$ cat src/rtl/iomem_sample_fifo_pkg.sv
// iomem_sample_fifo shared definitions.
// Register selectors and STATUS/CONTROL/CLEAR bit positions.
package iomem_sample_fifo_pkg;

  typedef enum logic [1:0] {
    REG_DATA    = 2'd0,
    REG_STATUS  = 2'd1,
    REG_CONTROL = 2'd2,
    REG_CLEAR   = 2'd3
  } reg_sel_e;

  localparam int ST_EMPTY  = 16;
  localparam int ST_FULL   = 17;
  localparam int ST_OVF    = 18;
  localparam int CLR_OVF   = 18;
  localparam int CTL_FLUSH = 0;
  localparam int CTL_IRQEN = 1;

endpackage

$ cat src/rtl/iomem_sample_fifo_if.sv
// iomem_sample_fifo bus + sample stream bundle.
// master: decoder/DSP side; slave: peripheral side.
interface iomem_sample_fifo_if #(
  parameter int WIDTH = 16
);
  logic             we;
  logic             re;
  logic [3:0]       addr;
  logic [31:0]      wdata;
  logic [3:0]       wstrb;
  logic [31:0]      rdata;
  logic [WIDTH-1:0] out_data;
  logic             out_valid;
  logic             out_ready;

  modport master (
    output we, re, addr, wdata, wstrb,
    output out_ready,
    input  rdata, out_data, out_valid
  );

  modport slave (
    input  we, re, addr, wdata, wstrb,
    input  out_ready,
    output rdata, out_data, out_valid
  );
endinterface

$ cat src/rtl/iomem_sample_fifo_sync_fifo.sv
// Synchronous sample FIFO with flush and push-while-full-with-pop.
// Ports: ck/rst, push/pop/flush strobes, din/dout, count(+next), full/empty.
module sync_fifo #(
  parameter int WIDTH      = 16,
  parameter int DEPTH_LOG2 = 4
) (
  input  logic                  ck,
  input  logic                  rst,
  input  logic                  push,
  input  logic                  pop,
  input  logic                  flush,
  input  logic [WIDTH-1:0]      din,
  output logic [WIDTH-1:0]      dout,
  output logic [DEPTH_LOG2:0]   count,
  output logic [DEPTH_LOG2:0]   count_nxt,
  output logic                  full,
  output logic                  empty
);

  localparam int DEPTH = 1 << DEPTH_LOG2;
  localparam logic [DEPTH_LOG2:0] FULL_CNT =
    (DEPTH_LOG2+1)'(DEPTH);

  logic [WIDTH-1:0]      mem [DEPTH];
  logic [DEPTH_LOG2-1:0] wr_ptr, wr_nxt;
  logic [DEPTH_LOG2-1:0] rd_ptr, rd_nxt;
  logic                  do_pop, do_push;

  assign full    = (count == FULL_CNT);
  assign empty   = (count == '0);
  assign do_pop  = pop && !empty;
  // A full FIFO still takes a sample when the head leaves this cycle.
  assign do_push = push && (!full || do_pop);
  assign dout    = mem[rd_ptr];

  always_comb begin
    wr_nxt    = wr_ptr;
    rd_nxt    = rd_ptr;
    count_nxt = count;
    if (flush) begin
      wr_nxt    = '0;
      rd_nxt    = '0;
      count_nxt = '0;
    end else begin
      if (do_push)
        wr_nxt = wr_ptr + DEPTH_LOG2'(1);
      if (do_pop)
        rd_nxt = rd_ptr + DEPTH_LOG2'(1);
      if (do_push && !do_pop)
        count_nxt = count + 1'b1;
      else if (do_pop && !do_push)
        count_nxt = count - 1'b1;
    end
  end

  always_ff @(posedge ck) begin
    if (rst) begin
      wr_ptr <= '0;
      rd_ptr <= '0;
      count  <= '0;
    end else begin
      wr_ptr <= wr_nxt;
      rd_ptr <= rd_nxt;
      count  <= count_nxt;
    end
  end

  always_ff @(posedge ck) begin
    if (!rst && !flush && do_push)
      mem[wr_ptr] <= din;
  end

endmodule

$ cat src/rtl/iomem_sample_fifo.sv
// CPU->DSP sample FIFO peripheral behind the iomem decoder.
// Ports: ck, rst, bus (slave: regs + sample stream), irq.
module iomem_sample_fifo
  import iomem_sample_fifo_pkg::*;
#(
  parameter int WIDTH      = 16,
  parameter int DEPTH_LOG2 = 4,
  parameter int THRESH_RST = 4
) (
  input  logic                 ck,
  input  logic                 rst,
  iomem_sample_fifo_if.slave   bus,
  output logic                 irq
);

  reg_sel_e              sel;
  logic                  wr_data, wr_ctl, wr_clr;
  logic                  rd_any;
  logic                  pop, flush;
  logic                  full, empty;
  logic [DEPTH_LOG2:0]   count, count_nxt;
  logic [WIDTH-1:0]      dout;
  logic                  ovf;
  logic                  irq_en, irq_en_nxt;
  logic [7:0]            thr, thr_nxt;
  logic [31:0]           status, rd_mux;
  logic                  unused;

  assign sel     = reg_sel_e'(bus.addr[3:2]);
  assign wr_data = bus.we && (sel == REG_DATA);
  assign wr_ctl  = bus.we && (sel == REG_CONTROL);
  assign wr_clr  = bus.we && (sel == REG_CLEAR);
  // we wins over a (never expected) simultaneous re
  assign rd_any  = bus.re && !bus.we;
  assign pop     = bus.out_valid && bus.out_ready;
  assign flush   = wr_ctl && bus.wstrb[0]
                 && bus.wdata[CTL_FLUSH];

  assign unused = ^{bus.addr[1:0], bus.wdata,
                    bus.wstrb[3:2]};

  sync_fifo #(
    .WIDTH      (WIDTH),
    .DEPTH_LOG2 (DEPTH_LOG2)
  ) u_fifo (
    .ck        (ck),
    .rst       (rst),
    .push      (wr_data),
    .pop       (pop),
    .flush     (flush),
    .din       (bus.wdata[WIDTH-1:0]),
    .dout      (dout),
    .count     (count),
    .count_nxt (count_nxt),
    .full      (full),
    .empty     (empty)
  );

  assign bus.out_data  = dout;
  assign bus.out_valid = !empty;

  always_ff @(posedge ck) begin
    if (rst)
      ovf <= 1'b0;
    else if (wr_data && full && !pop)
      ovf <= 1'b1;
    else if (wr_clr && bus.wdata[CLR_OVF])
      ovf <= 1'b0;
  end

  always_comb begin
    irq_en_nxt = irq_en;
    thr_nxt    = thr;
    if (wr_ctl && bus.wstrb[0])
      irq_en_nxt = bus.wdata[CTL_IRQEN];
    if (wr_ctl && bus.wstrb[1])
      thr_nxt = bus.wdata[15:8];
  end

  always_ff @(posedge ck) begin
    if (rst) begin
      irq_en <= 1'b0;
      thr    <= 8'(THRESH_RST);
      irq    <= 1'b0;
    end else begin
      irq_en <= irq_en_nxt;
      thr    <= thr_nxt;
      // Uses post-update count and control so irq tracks this edge.
      irq    <= irq_en_nxt
             && (32'(count_nxt) <= 32'(thr_nxt));
    end
  end

  always_comb begin
    status                 = '0;
    status[DEPTH_LOG2:0]   = count;
    status[ST_EMPTY]       = empty;
    status[ST_FULL]        = full;
    status[ST_OVF]         = ovf;
  end

  always_comb begin
    rd_mux = '0;
    unique case (1'b1)
      (sel == REG_STATUS):
        rd_mux = status;
      (sel == REG_CONTROL):
        rd_mux = {16'h0, thr, 6'h0, irq_en, 1'b0};
      default:
        rd_mux = '0;
    endcase
  end

  always_ff @(posedge ck) begin
    if (rst)
      bus.rdata <= '0;
    else if (rd_any)
      bus.rdata <= rd_mux;
  end

endmodule

$ cat src/flat_wrapper.sv
// flat-port wrapper written by rule: the top's interface ports become plain ports
module iomem_sample_fifo_flat import iomem_sample_fifo_pkg::*;
#(
  parameter int WIDTH      = 16,
  parameter int DEPTH_LOG2 = 4,
  parameter int THRESH_RST = 4
)
  (ck, rst, irq, bus_we, bus_re, bus_addr, bus_wdata, bus_wstrb, bus_out_ready, bus_rdata, bus_out_data, bus_out_valid);
  iomem_sample_fifo_if #(.WIDTH(WIDTH)) bus_i ();
  input  logic ck;
  input  logic rst;
  output logic irq;
  input wire logic [$bits(bus_i.we)-1:0] bus_we;
  input wire logic [$bits(bus_i.re)-1:0] bus_re;
  input wire logic [$bits(bus_i.addr)-1:0] bus_addr;
  input wire logic [$bits(bus_i.wdata)-1:0] bus_wdata;
  input wire logic [$bits(bus_i.wstrb)-1:0] bus_wstrb;
  input wire logic [$bits(bus_i.out_ready)-1:0] bus_out_ready;
  output wire logic [$bits(bus_i.rdata)-1:0] bus_rdata;
  output wire logic [$bits(bus_i.out_data)-1:0] bus_out_data;
  output wire logic [$bits(bus_i.out_valid)-1:0] bus_out_valid;
  assign bus_i.we = bus_we;
  assign bus_i.re = bus_re;
  assign bus_i.addr = bus_addr;
  assign bus_i.wdata = bus_wdata;
  assign bus_i.wstrb = bus_wstrb;
  assign bus_i.out_ready = bus_out_ready;
  assign bus_rdata = bus_i.rdata;
  assign bus_out_data = bus_i.out_data;
  assign bus_out_valid = bus_i.out_valid;
  iomem_sample_fifo #(.WIDTH(WIDTH), .DEPTH_LOG2(DEPTH_LOG2), .THRESH_RST(THRESH_RST)) u_core (.ck(ck), .rst(rst), .bus(bus_i), .irq(irq));
endmodule
$ cat config.mk
export PLATFORM = sky130hd
export DESIGN_NAME = iomem_sample_fifo_flat
export DESIGN_NICKNAME = d
export VERILOG_FILES = /design/src/rtl/iomem_sample_fifo_pkg.sv /design/src/rtl/iomem_sample_fifo_if.sv /design/src/rtl/iomem_sample_fifo_sync_fifo.sv /design/src/rtl/iomem_sample_fifo.sv /design/src/flat_wrapper.sv
export SDC_FILE = /design/constraint.sdc
export NUM_CORES = 1
export LEC_CHECK = 0
export CORE_MARGIN = 5
export CORE_UTILIZATION = 62
export CTS_CLUSTER_DIAMETER = 80
export DETAILED_ROUTE_END_ITERATION = 10
export GPL_ROUTABILITY_DRIVEN = 0
export MAX_ROUTING_LAYER = met4
export PLACE_DENSITY = 0.84
export SETUP_SLACK_MARGIN = 0.15
export SYNTH_ARGS = -nofsm -noshare
export SYNTH_HDL_FRONTEND = slang
export SYNTH_HIERARCHICAL = 1
export SYNTH_SLANG_ARGS = --single-unit
$ cat constraint.sdc
create_clock -name ck -period 10.09 [get_ports ck]
set_input_delay 1.009 -clock ck [delete_from_list [all_inputs] [get_ports ck]]
set_output_delay 1.009 -clock ck [all_outputs]
set_load 0.05 [all_outputs]
## Word-level counts from Yosys, hierarchy flattened

Memories as Yosys holds them, arrays and structs flattened. A register that Yosys moved wholly into a read port is not among the register bits.
Cells that the tools add are included.

- $add $sub $neg: 4
- $lt $le $gt $ge: 1
- Eq/ne operators: 4
- Multiplexer cells: 12
- Reduce and logical (&&, ||, !) cells: 31

Operators with widths:

| kind | number |
|---|---|
| $pmux 19 s2 | 1 |
| $logic_and 1x1->1 | 18 |
| $mux 5 | 3 |
| $add 4x1->4 const B | 2 |
| $le 5x8->1 | 1 |
| $logic_not 1->1 | 8 |
| $mux 4 | 2 |
| $mux 8 | 1 |
| $add 5x1->5 const B | 1 |
| $eq 5x5->1 const B | 1 |
| $logic_not 5->1 | 1 |
| $mux 1 | 5 |
| $sub 5x1->5 const B | 1 |
| $eq 2x2->1 const B | 2 |
| $eq 2x1->1 const B | 1 |
| $logic_not 2->1 | 1 |
| $reduce_bool 2->1 | 1 |
| $reduce_or 2->1 | 1 |
| $logic_or 1x1->1 | 1 |

- Bits in registers: 56
- Memory bits (writable): 256
- Output and inout port bits: 50
- Word-level logic and storage cells: 61
- Memories: 1

Memory list:

| name | depth | bits a word | rd ports | clocked after Yosys merged registers in | wr ports | line | source |
|---|---|---|---|---|---|---|---|
| u_core.u_fifo.mem | 16 | 16 | 1 | 1 | 1 | iomem_sample_fifo_sync_fifo.sv:24 | `logic [WIDTH-1:0] mem [DEPTH];` |

## Logic depth before layout (Yosys ltp)

Gate-level depths: netlist of the first run.

- Word-level depth: 13
- Gate-level depth with buffers: 16
- Gate-level depth less buffers: 15

## Hierarchy

The synthesis of the first run kept the hierarchy.

Modules (own cells, without submodules):

| module | instances | cells each | area each (um2) | sequential area each (um2) |
|---|---|---|---|---|
| sync_fifo | 1 | 528 | 10600.2 | 8027.7 |
| iomem_sample_fifo | 1 | 150 | 1382.6 | 540.5 |

## Worst setup path before layout of the first run

No wires, ideal clock.

- Path kind: in2reg
- Start point: input port bus_addr[2]
- End point: memory u_core.u_fifo.mem[5][0] (enable)
- Setup time: 388 ps
- Arrival time: 3011 ps
- Required time: 9702 ps
- Path slack: 6691 ps
- Cell stages on the path: 10
- Cell sequence: inv_1 > ha_1 > buf_2 > nand3_1 > nor2_1 > or2_2 > clkbuf_1 > nor2_1 > nand2_1 > nor2_1

- Word-level cells in the longest chain between the ends: 9
- Elaborated cells between the ends (all ways): 12

RTL lines:

| what | line | source |
|---|---|---|
| start: declaration | flat_wrapper.sv:15 | `input wire logic [$bits(bus_i.addr)-1:0] bus_addr;` |
| $eq 2x2->1 | iomem_sample_fifo.sv:31 | `assign wr_ctl = bus.we && (sel == REG_CONTROL);` |
| $logic_and 1x1->1 | iomem_sample_fifo.sv:31 |  |
| $logic_and 1x1->1 | iomem_sample_fifo.sv:36 | `assign flush = wr_ctl && bus.wstrb[0]` |
| $logic_and 1x1->1 | iomem_sample_fifo.sv:37 | `&& bus.wdata[CTL_FLUSH];` |
| net u_core.flush | iomem_sample_fifo.sv:19 | `logic pop, flush;` |
| $logic_not 1->1 | iomem_sample_fifo_sync_fifo.sv:69 | `if (!rst && !flush && do_push)` |
| $logic_and 1x1->1 (2 in a row) | iomem_sample_fifo_sync_fifo.sv:69 |  |
| $mux 1 | iomem_sample_fifo_sync_fifo.sv:69 |  |
| $mux 1 (implied by the code) | iomem_sample_fifo_sync_fifo.sv:70 | `mem[wr_ptr] <= din;` |
| end: declaration | iomem_sample_fifo_sync_fifo.sv:24 |  |

The timed path passes the listed nets, and every way through them passes these cells.

==> results.json, run 1 <==
{
  "p_leak_uw": 0.00453,
  "wl_met3_um": 1810,
  "min_period_over_period_pct": 47.5,
  "routed.top_layer": "met4",
  "crit_family": "buffers and inverters",
  "synth_edf_count": 256,
  "yosysMostFrequentCell": "edfxtp_1",
  "syn_to_final_growth_pct": 15.2,
  "drt-total-wl_um": 25400,
  "drive_gt1_share_pct": 19.9,
  "maxCapViolCount": 0,
  "cts-htree-levels": 1,
  "status": "finished clean",
  "antenna_found_initial": 0,
  "port_buffers": 59,
  "clock_latency_ns": 0.54,
  "synth-seq-cells": 300,
  "end_kind": "primary output",
  "synth-seq-area-share_pct": 71.5,
  "numCtsBuffers": 29,
  "cts_resized": 0,
  "ant_nets": 0,
  "clk_pin_slew_ns": 0.06,
  "fillers": 1100,
  "overflow": 0,
  "die_area_um2": 22200,
  "vias": 6404,
  "fin_crit_ns": 4.79,
  "max_freq_ghz": 0.209,
  "die_h_um": 149,
  "nets": 812,
  "setup_viol": 0,
  "drtPass1Iterations": 5,
  "critPathKind": "register to primary output",
  "synth_common_cells": "edfxtp_1 (256), mux4_2 (64), nor2_1 (51), dfxtp_1 (44), a22oi_1 (39)",
  "grt_pass1_vias": 6797,
  "slew-limit-headroom_pct": 26.0,
  "fin_skew_ns": 0.00773,
  "yosysTopAreaCell": "edfxtp_1",
  "ys.flop_type": "edfxtp_1",
  "final_max_slew_viol_count": 0,
  "hold_buffers": 0,
  "cp_num_buf_inv": 2,
  "route.detailed.drc": 0,
  "crit_slowest_cell": "buf_4",
  "netlist_area_um2": 12000,
  "routedLengthMet1_um": 9880,
  "dieWidth_um": 149,
  "cts_root_buf": "clkbuf_16",
  "track_usage_pct": 24.3,
  "dp_hpwl_um": 14900,
  "cp.required_ns": 9.08,
  "synthTopCellsByArea": "edfxtp_1 (64%), mux4_2 (12%), dfxtp_1 (7.4%)",
  "post-place-ws_ns": 5.69,
  "peakVddDrop_v": 0.000152,
  "rsz0062_at_grt": "no",
  "tns_ns": 0,
  "arrival_ns": 3.78,
  "clk_path_buf_depth": 3,
  "synth_top_area_share_pct": 64.2,
  "path_max_fanout": 49,
  "cts.sinks": 300,
  "wl_per_cell_um": 24.6,
  "vias_per_cell": 6.20,
  "wl_met2_um": 13100,
  "n_antenna_cell": 0,
  "design.core.area_um2": 18900,
  "synthArstFlopShare_pct": 0,
  "rows": 50,
  "hold_class": "register to register",
  "final-hold-violation-count": 0,
  "synth.avg_cell_area_um2": 17.7,
  "post_cts_buffers": 0,
  "start_util_pct": 63.4,
  "drtIter0Drc": 612,
  "cpPeakStageDelay_ns": 0.84,
  "syn-instance-count": 678,
  "r2r_slack_ns": 5.99,
  "finalWorstSetupSlack_ns": 5.30,
  "grt_max_degree": 65,
  "synth.yosys.warnings": 6,
  "startpoint_type": "register",
  "tritoncts": "built",
  "grt_first_pass_wirelength_um": 39300,
  "synth_cell_types": 55,
  "power_density_nw_per_um2": 184,
  "io_pins": 95,
  "path_cells": "buf_4, mux4_2, a22oi_1, nand2_1, clkdlybuf4s50_1",
  "worst_slew_pin_slew_ns": 1.11
}
## area by class of cell
cell class / instances / area, µm² / area share (%)
clock inverters: 15 / 166 / 1.21
flip-flops and latches: 300 / 8570 / 62.1
well taps: 260 / 325 / 2.36
multi-input cells: 331 / 3140 / 22.7
clock buffers: 38 / 821 / 5.95
inverters: 10 / 37.5 / 0.272
repair buffers: 79 / 741 / 5.37
## path summary, 6_finish.rpt
kind,start,endpoint,depth (start not counted)
min reg2reg,u_core/bus.rdata[10],u_core/bus.rdata[10],2
max,register,bus_out_data[15],5
max reg2reg,u_core/u_fifo/count[0],u_core/u_fifo/mem[6][0],10
min,u_core/bus.rdata[10],u_core/bus.rdata[10],2
## metal layers
| layer | vias to the layer above | global-route usage [%] |
|---|---|---|
| met3 | 45 | 3.28 |
| met2 | 314 | 40.8 |
| met1 | 3268 | 31.9 |
| met5 | - | - |
| met4 | 0 | 6.50 |
| li1 | 2777 | - |
## power by group
part / leakage, µW / internal [µW] / total (µW) / switching (µW)
sequential: 0.00266 / 1350 / 1350 / 3.34
combinational: 0.00140 / 29.7 / 94.9 / 65.2
clock: 0.000474 / 650 / 1100 / 448
## through the flow
| step | std cells | total power [µW] | cell area (µm²) | hold WS, ns | util, % |
|---|---|---|---|---|---|
| after floorplan | 693 | 1440 | 12000 | 0.461 | - |
| after global placement | 980 | 1470 | 12800 | 0.444 | 67.8 |
| after detailed placement | 980 | 1470 | 12800 | 0.445 | 67.8 |
| after CTS | 1033 | 2560 | 13800 | 0.458 | 73.1 |
| after global routing | 1033 | 2620 | 13800 | 0.481 | 73.1 |
| final | 1033 | 2540 | 13800 | 0.453 | 73.1 |
## kinds of logic (layout without fill, tap and decap cells)
family / count (synthesis) / in the layout / share of synthesized area, %
adders and majority gates: 16 / 16 / 1.67
DFF: 300 / 300 / 71.5
AOI/OAI and AO/OA: 70 / 70 / 4.26
and+or+nand+nor: 142 / 142 / 5.77
buffers and inverters: 62 / 142 / 2.80
other: 1 / 16 / 0.0313
xor gates and xnor gates: 6 / 6 / 0.439
muxes: 81 / 81 / 13.5
## state kept, by name, summed over array words and instances, names as in the netlist, named ones only
signal / flops
u_core/bus.rdata: 16
u_core/irq: 1
u_core/irq_en: 1
u_core/ovf: 1
u_core/thr: 8
u_core/u_fifo/count: 5
u_core/u_fifo/mem: 256
u_core/u_fifo/rd_ptr: 4
u_core/u_fifo/wr_ptr: 4
## cells in the final DEF (no fill, tap or decap), drive strengths merged, types with 2 or more instances in the layout
master	n
a211oi	2
a21oi	14
a22oi	41
and2	6
and3	4
buf	20
bufinv	3
clkbuf	38
clkdlybuf4s50	59
clkinv	7
clkinvlp	5
conb	16
dfxtp	44
edfxtp	256
ha	16
inv	10
mux2	4
mux2i	13
mux4	64
nand2	36
nand2b	4
nand3	17
nor2	51
nor2b	11
nor3	3
o21ai	3
o31a	2
or2	2
or3	3
xor2	5
## worst reg2reg max path, stage by stage (launching register included)
cell	delay, ns
dfxtp_1	0.47
inv_1	0.14
ha_1	0.26
or4b_1	0.34
inv_1	0.16
nor2b_1	0.66
nand2b_1	0.23
o21a_1	0.29
nand2_1	0.17
nor2_1	0.72
buf_4	0.36
Power figures use the tool's default switching activity.
==> inputs of run 2 (changes only) <==
CORE_UTILIZATION = 52   (was 62)
PLACE_DENSITY = 0.75   (was 0.84)
clock period = 4.05 ns   (was 10.09 ns; I/O delays follow)
==> results.json, run 2 (synthesis results as in run 1) <==
{
  "drt-total-wl_um": 25000,
  "layout_commonest_cell": "edfxtp_1",
  "utilization_pct": 61.6,
  "final-hold-violation-count": 0,
  "antenna_found_initial": 0,
  "drtIter0Drc": 508,
  "fillers": 1550,
  "largest_reg_flops": 256,
  "drive_gt1_share_pct": 21.1,
  "cts-htree-levels": 1,
  "port_buffers": 59,
  "dieWidth_um": 162,
  "numCtsBuffers": 30,
  "syn_to_final_growth_pct": 16.4,
  "io_pins": 95,
  "slew-limit-headroom_pct": 32.8,
  "worst_slew_pin_slew_ns": 1.01,
  "tritoncts": "built",
  "vias": 6355,
  "arrival_ns": 3.20,
  "die_h_um": 162,
  "reg_top3": "u_core/u_fifo/mem (256), u_core/bus.rdata (16), u_core/thr (8)",
  "final_max_slew_viol_count": 0,
  "cts.sinks": 300,
  "power_density_nw_per_um2": 448,
  "tns_ns": 0,
  "design.core.area_um2": 22600,
  "hold_buffers": 0,
  "path_cells": "buf_4, mux4_2, a22oi_1, nand2_1, clkdlybuf4s50_1",
  "route.detailed.drc": 0,
  "clk_pin_slew_ns": 0.06,
  "die_area_um2": 26200,
  "whs_ns": 0.467,
  "clk_path_buf_depth": 3,
  "stdcell_count": 1077,
  "rsz0062_at_grt": "no",
  "switching_share_pct": 20.5,
  "end_kind": "primary output",
  "cpPeakStageDelay_ns": 0.73,
  "grt_pass1_vias": 6764,
  "ant_nets": 0,
  "clock_latency_ns": 0.55,
  "rows": 55,
  "crit_slowest_cell": "clkdlybuf4s50_1",
  "track_usage_pct": 19.8,
  "max_freq_ghz": 0.277,
  "dpl-instance-area_um2": 13000,
  "maxCapViolCount": 0,
  "post_cts_buffers": 0,
  "vias_per_cell": 5.90,
  "status": "finished clean",
  "cp.required_ns": 3.64,
  "nets": 829,
  "hold_class": "register to register",
  "p_leak_uw": 0.00462,
  "fin_skew_ns": 0.0258,
  "setup_viol": 0,
  "p_switching_uw": 1280,
  "largest_register": "u_core/u_fifo/mem",
  "startpoint_type": "register",
  "seqPwrFrac_pct": 53.9,
  "path_max_fanout": 17,
  "grt_first_pass_wirelength_um": 38600,
  "p_comb_share_pct": 3.9,
  "pwr-share-clk_pct": 42.3,
  "fin_crit_ns": 3.61,
  "cts_root_buf": "clkbuf_16",
  "dp_hpwl_um": 15100,
  "overflow": 0,
  "n_antenna_cell": 0,
  "grt_max_degree": 33,
  "peakVddDrop_v": 0.000300,
  "cts_resized": 0,
  "min_period_over_period_pct": 89.1,
  "start_util_pct": 52.9,
  "critPathKind": "register to primary output",
  "final_cell_mix": "edfxtp_1 (256), mux4_2 (64), clkdlybuf4s50_1 (59)",
  "drtPass1Iterations": 5,
  "fin_area_um2": 13900,
  "internal_power_uw": 4970,
  "wl_per_cell_um": 23.2,
  "placed_cells": 1021
}
-- run 2: changes by cell type in the layout (fill, tap and decap cells not counted), moves of 2 or more --
cell / change
buf_4: +14
clkbuf_8: -2
clkinv_1: +3
clkinvlp_4: -4
clkinv_2: +2
clkbuf_1: +3
buf_12: +2
-- run 2: layout make-up --
cell class / count / area [µm²] / share of cell area, %
inverter: 10 / 37.5 / 0.269
clock inverter: 17 / 153 / 1.09
clock buffer: 39 / 805 / 5.77
sequential: 300 / 8570 / 61.5
timing repair buffer: 95 / 886 / 6.35
tap: 285 / 357 / 2.56
multi-input combinational: 331 / 3140 / 22.5
-- run 2: final timing paths --
check / start / end / slack (ns) / depth (start not counted)
max: register / bus_out_data[13] / 0.44 / 5
max reg2reg: u_core/u_fifo/count[0] / u_core/irq / 0.57 / 14
min reg2reg: u_core/bus.rdata[14] / u_core/bus.rdata[14] / 0.47 / 2
min: u_core/bus.rdata[14] / u_core/bus.rdata[14] / 0.47 / 2
-- run 2: through the flow --
| step | worst slack (ns) | total power (µW) |
|---|---|---|
| final | 0.443 | 6250 |
| after global routing | 0.212 | 6440 |
| after CTS | 0.361 | 6300 |
| after detailed placement | 0.409 | 3670 |
| after global placement | 0.499 | 3660 |
| after floorplan | 0.744 | 3580 |
-- run 2: power groups by stage --
stage	Clock, µW	Combinational, µW	Sequential (µW)
final	2640	241	3360
after global routing	2810	261	3360
after CTS	2690	242	3360
after detailed placement	0	240	3430
after global placement	0	230	3430
after floorplan	0	153	3430
-- run 2: routing by layer --
metal	wire (µm)	global-route usage, %
met1	9940	25.1
met2	13200	34.2
met3	1400	2.97
met4	405	4.38
met5	0	-
-- run 2: critical path: cells and delay by family (launching register included) --
kind	cells	cell delay, ns
flip-flops	1	0.59
multiplexers	1	0.55
buffers and inverters	2	1.14
AND/OR/NAND/NOR	1	0.13
AO/OA/AOI/OAI	1	0.25
==> inputs of run 3 (changes only) <==
RECOVER_POWER = 25   (was unset)
==> results.json, run 3 (synthesis results as in run 1) <==
{
  "status": "finished clean",
  "cp.required_ns": 3.64,
  "post-place-ws_ns": 0.409,
  "route.detailed.drc": 0,
  "slew-limit-headroom_pct": 32.9,
  "crit_slowest_cell": "clkdlybuf4s50_1",
  "numCtsBuffers": 30,
  "drt-total-wl_um": 25000,
  "peakVddDrop_v": 0.000300,
  "largest_reg_flops": 256,
  "n_antenna_cell": 0,
  "path_cells": "buf_4, mux4_2, a22oi_1, nand2_1, clkdlybuf4s50_1",
  "clk_pin_slew_ns": 0.06,
  "cts-htree-levels": 1,
  "track_usage_pct": 19.8,
  "die_area_um2": 26200,
  "clock_latency_ns": 0.55,
  "crit_family": "buffers and inverters",
  "rows": 55,
  "power_density_nw_per_um2": 448,
  "critPathKind": "register to primary output",
  "cts_root_buf": "clkbuf_16",
  "antenna_found_initial": 0,
  "reg_top3": "u_core/u_fifo/mem (256), u_core/bus.rdata (16), u_core/thr (8)",
  "finalWorstSetupSlack_ns": 0.442,
  "fin_crit_ns": 3.61,
  "port_buffers": 59,
  "min_period_over_period_pct": 89.1,
  "grt_max_degree": 33,
  "design.core.area_um2": 22600,
  "nets": 829,
  "io_pins": 95,
  "p_leak_uw": 0.00462,
  "path_max_fanout": 17,
  "post_cts_buffers": 0,
  "stdcell_count": 1077,
  "start_util_pct": 52.9,
  "dieWidth_um": 162,
  "end_kind": "primary output",
  "p_total_uw": 6240,
  "placed_cells": 1021,
  "final-hold-violation-count": 0,
  "largest_register": "u_core/u_fifo/mem",
  "die_h_um": 162,
  "setup_viol": 0,
  "hold_class": "register to register",
  "syn_to_final_growth_pct": 16.3,
  "final_cell_mix": "edfxtp_1 (256), mux4_2 (64), nor2_1 (51)",
  "layout_commonest_cell": "edfxtp_1",
  "vias_per_cell": 5.92,
  "cts.sinks": 300,
  "vias": 6377,
  "arrival_ns": 3.20,
  "dp_hpwl_um": 15100,
  "drtPass1Iterations": 5,
  "drive_gt1_share_pct": 20.8,
  "overflow": 0,
  "grt_first_pass_wirelength_um": 38600,
  "grt_pass1_vias": 6764,
  "clk_path_buf_depth": 3,
  "ant_nets": 0,
  "fin_skew_ns": 0.0261,
  "drtIter0Drc": 521,
  "tritoncts": "built",
  "maxCapViolCount": 0,
  "cpPeakStageDelay_ns": 0.73,
  "rsz0062_at_grt": "no",
  "startpoint_type": "register",
  "whs_ns": 0.467,
  "cp_num_buf_inv": 2,
  "wl_per_cell_um": 23.2,
  "final_max_slew_viol_count": 0,
  "worst_slew_pin_slew_ns": 1.01,
  "tns_ns": 0,
  "r2r_slack_ns": 0.57,
  "max_freq_ghz": 0.277
}
run 3: changes by cell type in the layout (fill, tap and decap cells not counted):
cell             change
buf_4                -2
dlygate4sd3_1       +10
clkdlybuf4s50_1     -10
clkbuf_1             +2
run 3: routing by layer:
layer | GRT usage (%) | part of all wire, % | vias up
met5 | - | 0 | -
met3 | 2.97 | 5.9 | 38
li1 | - | - | 2813
met1 | 25.1 | 40 | 3278
met4 | 4.38 | 2.0 | 0
met2 | 34.2 | 52 | 248
run 3: power breakdown:
group	leakage, µW	internal (µW)	switching [µW]
registers	0.00266	3360	8.42
logic	0.00149	76.0	162
clock network	0.000472	1530	1110
total	0.00462	4960	1280
run 3: worst reg2reg max path, cell delays in order (launching register included):
cell     delay (ns)
dfxtp_1        0.47
inv_1          0.12
ha_1           0.27
or4b_1         0.20
inv_1          0.10
nor2b_2        0.42
nor2b_1        0.32
and3_1         0.22
a31oi_2        0.06
mux2_1         0.35
ha_1           0.29
o21ai_0        0.07
a21oi_1        0.13
nor3_1         0.07
o31a_1         0.28
run 3: final timing paths:
kind,start,endpoint,cells after the start
worst max register to register,u_core/u_fifo/count[0],u_core/irq,14
worst min-delay path,u_core/bus.rdata[14],u_core/bus.rdata[14],2
worst min register to register,u_core/bus.rdata[14],u_core/bus.rdata[14],2
worst max-delay path,register,bus_out_data[13],5
run 3: stage by stage:
stage,cell area [µm²],util (%)
final,13900,61.6
after global routing,13900,61.6
after CTS,13900,61.6
after detailed placement,13000,57.4
after global placement,13000,57.4
after floorplan,12000,-
run 3: final cells by class:
class	count	area, µm²
clock buffers	39	805
clock inverters	17	153
fillers	1553	8700
inverters	10	37.5
multi-input cells	331	3140
flip-flops and latches	300	8570
well taps	285	357
repair buffers	95	878
run 3: repair_timing:
item                                    4_1_cts  5_1_grt
resized for setup                             0        1
hold buffers                                  0        0
endpoints found under the setup margin        0        1
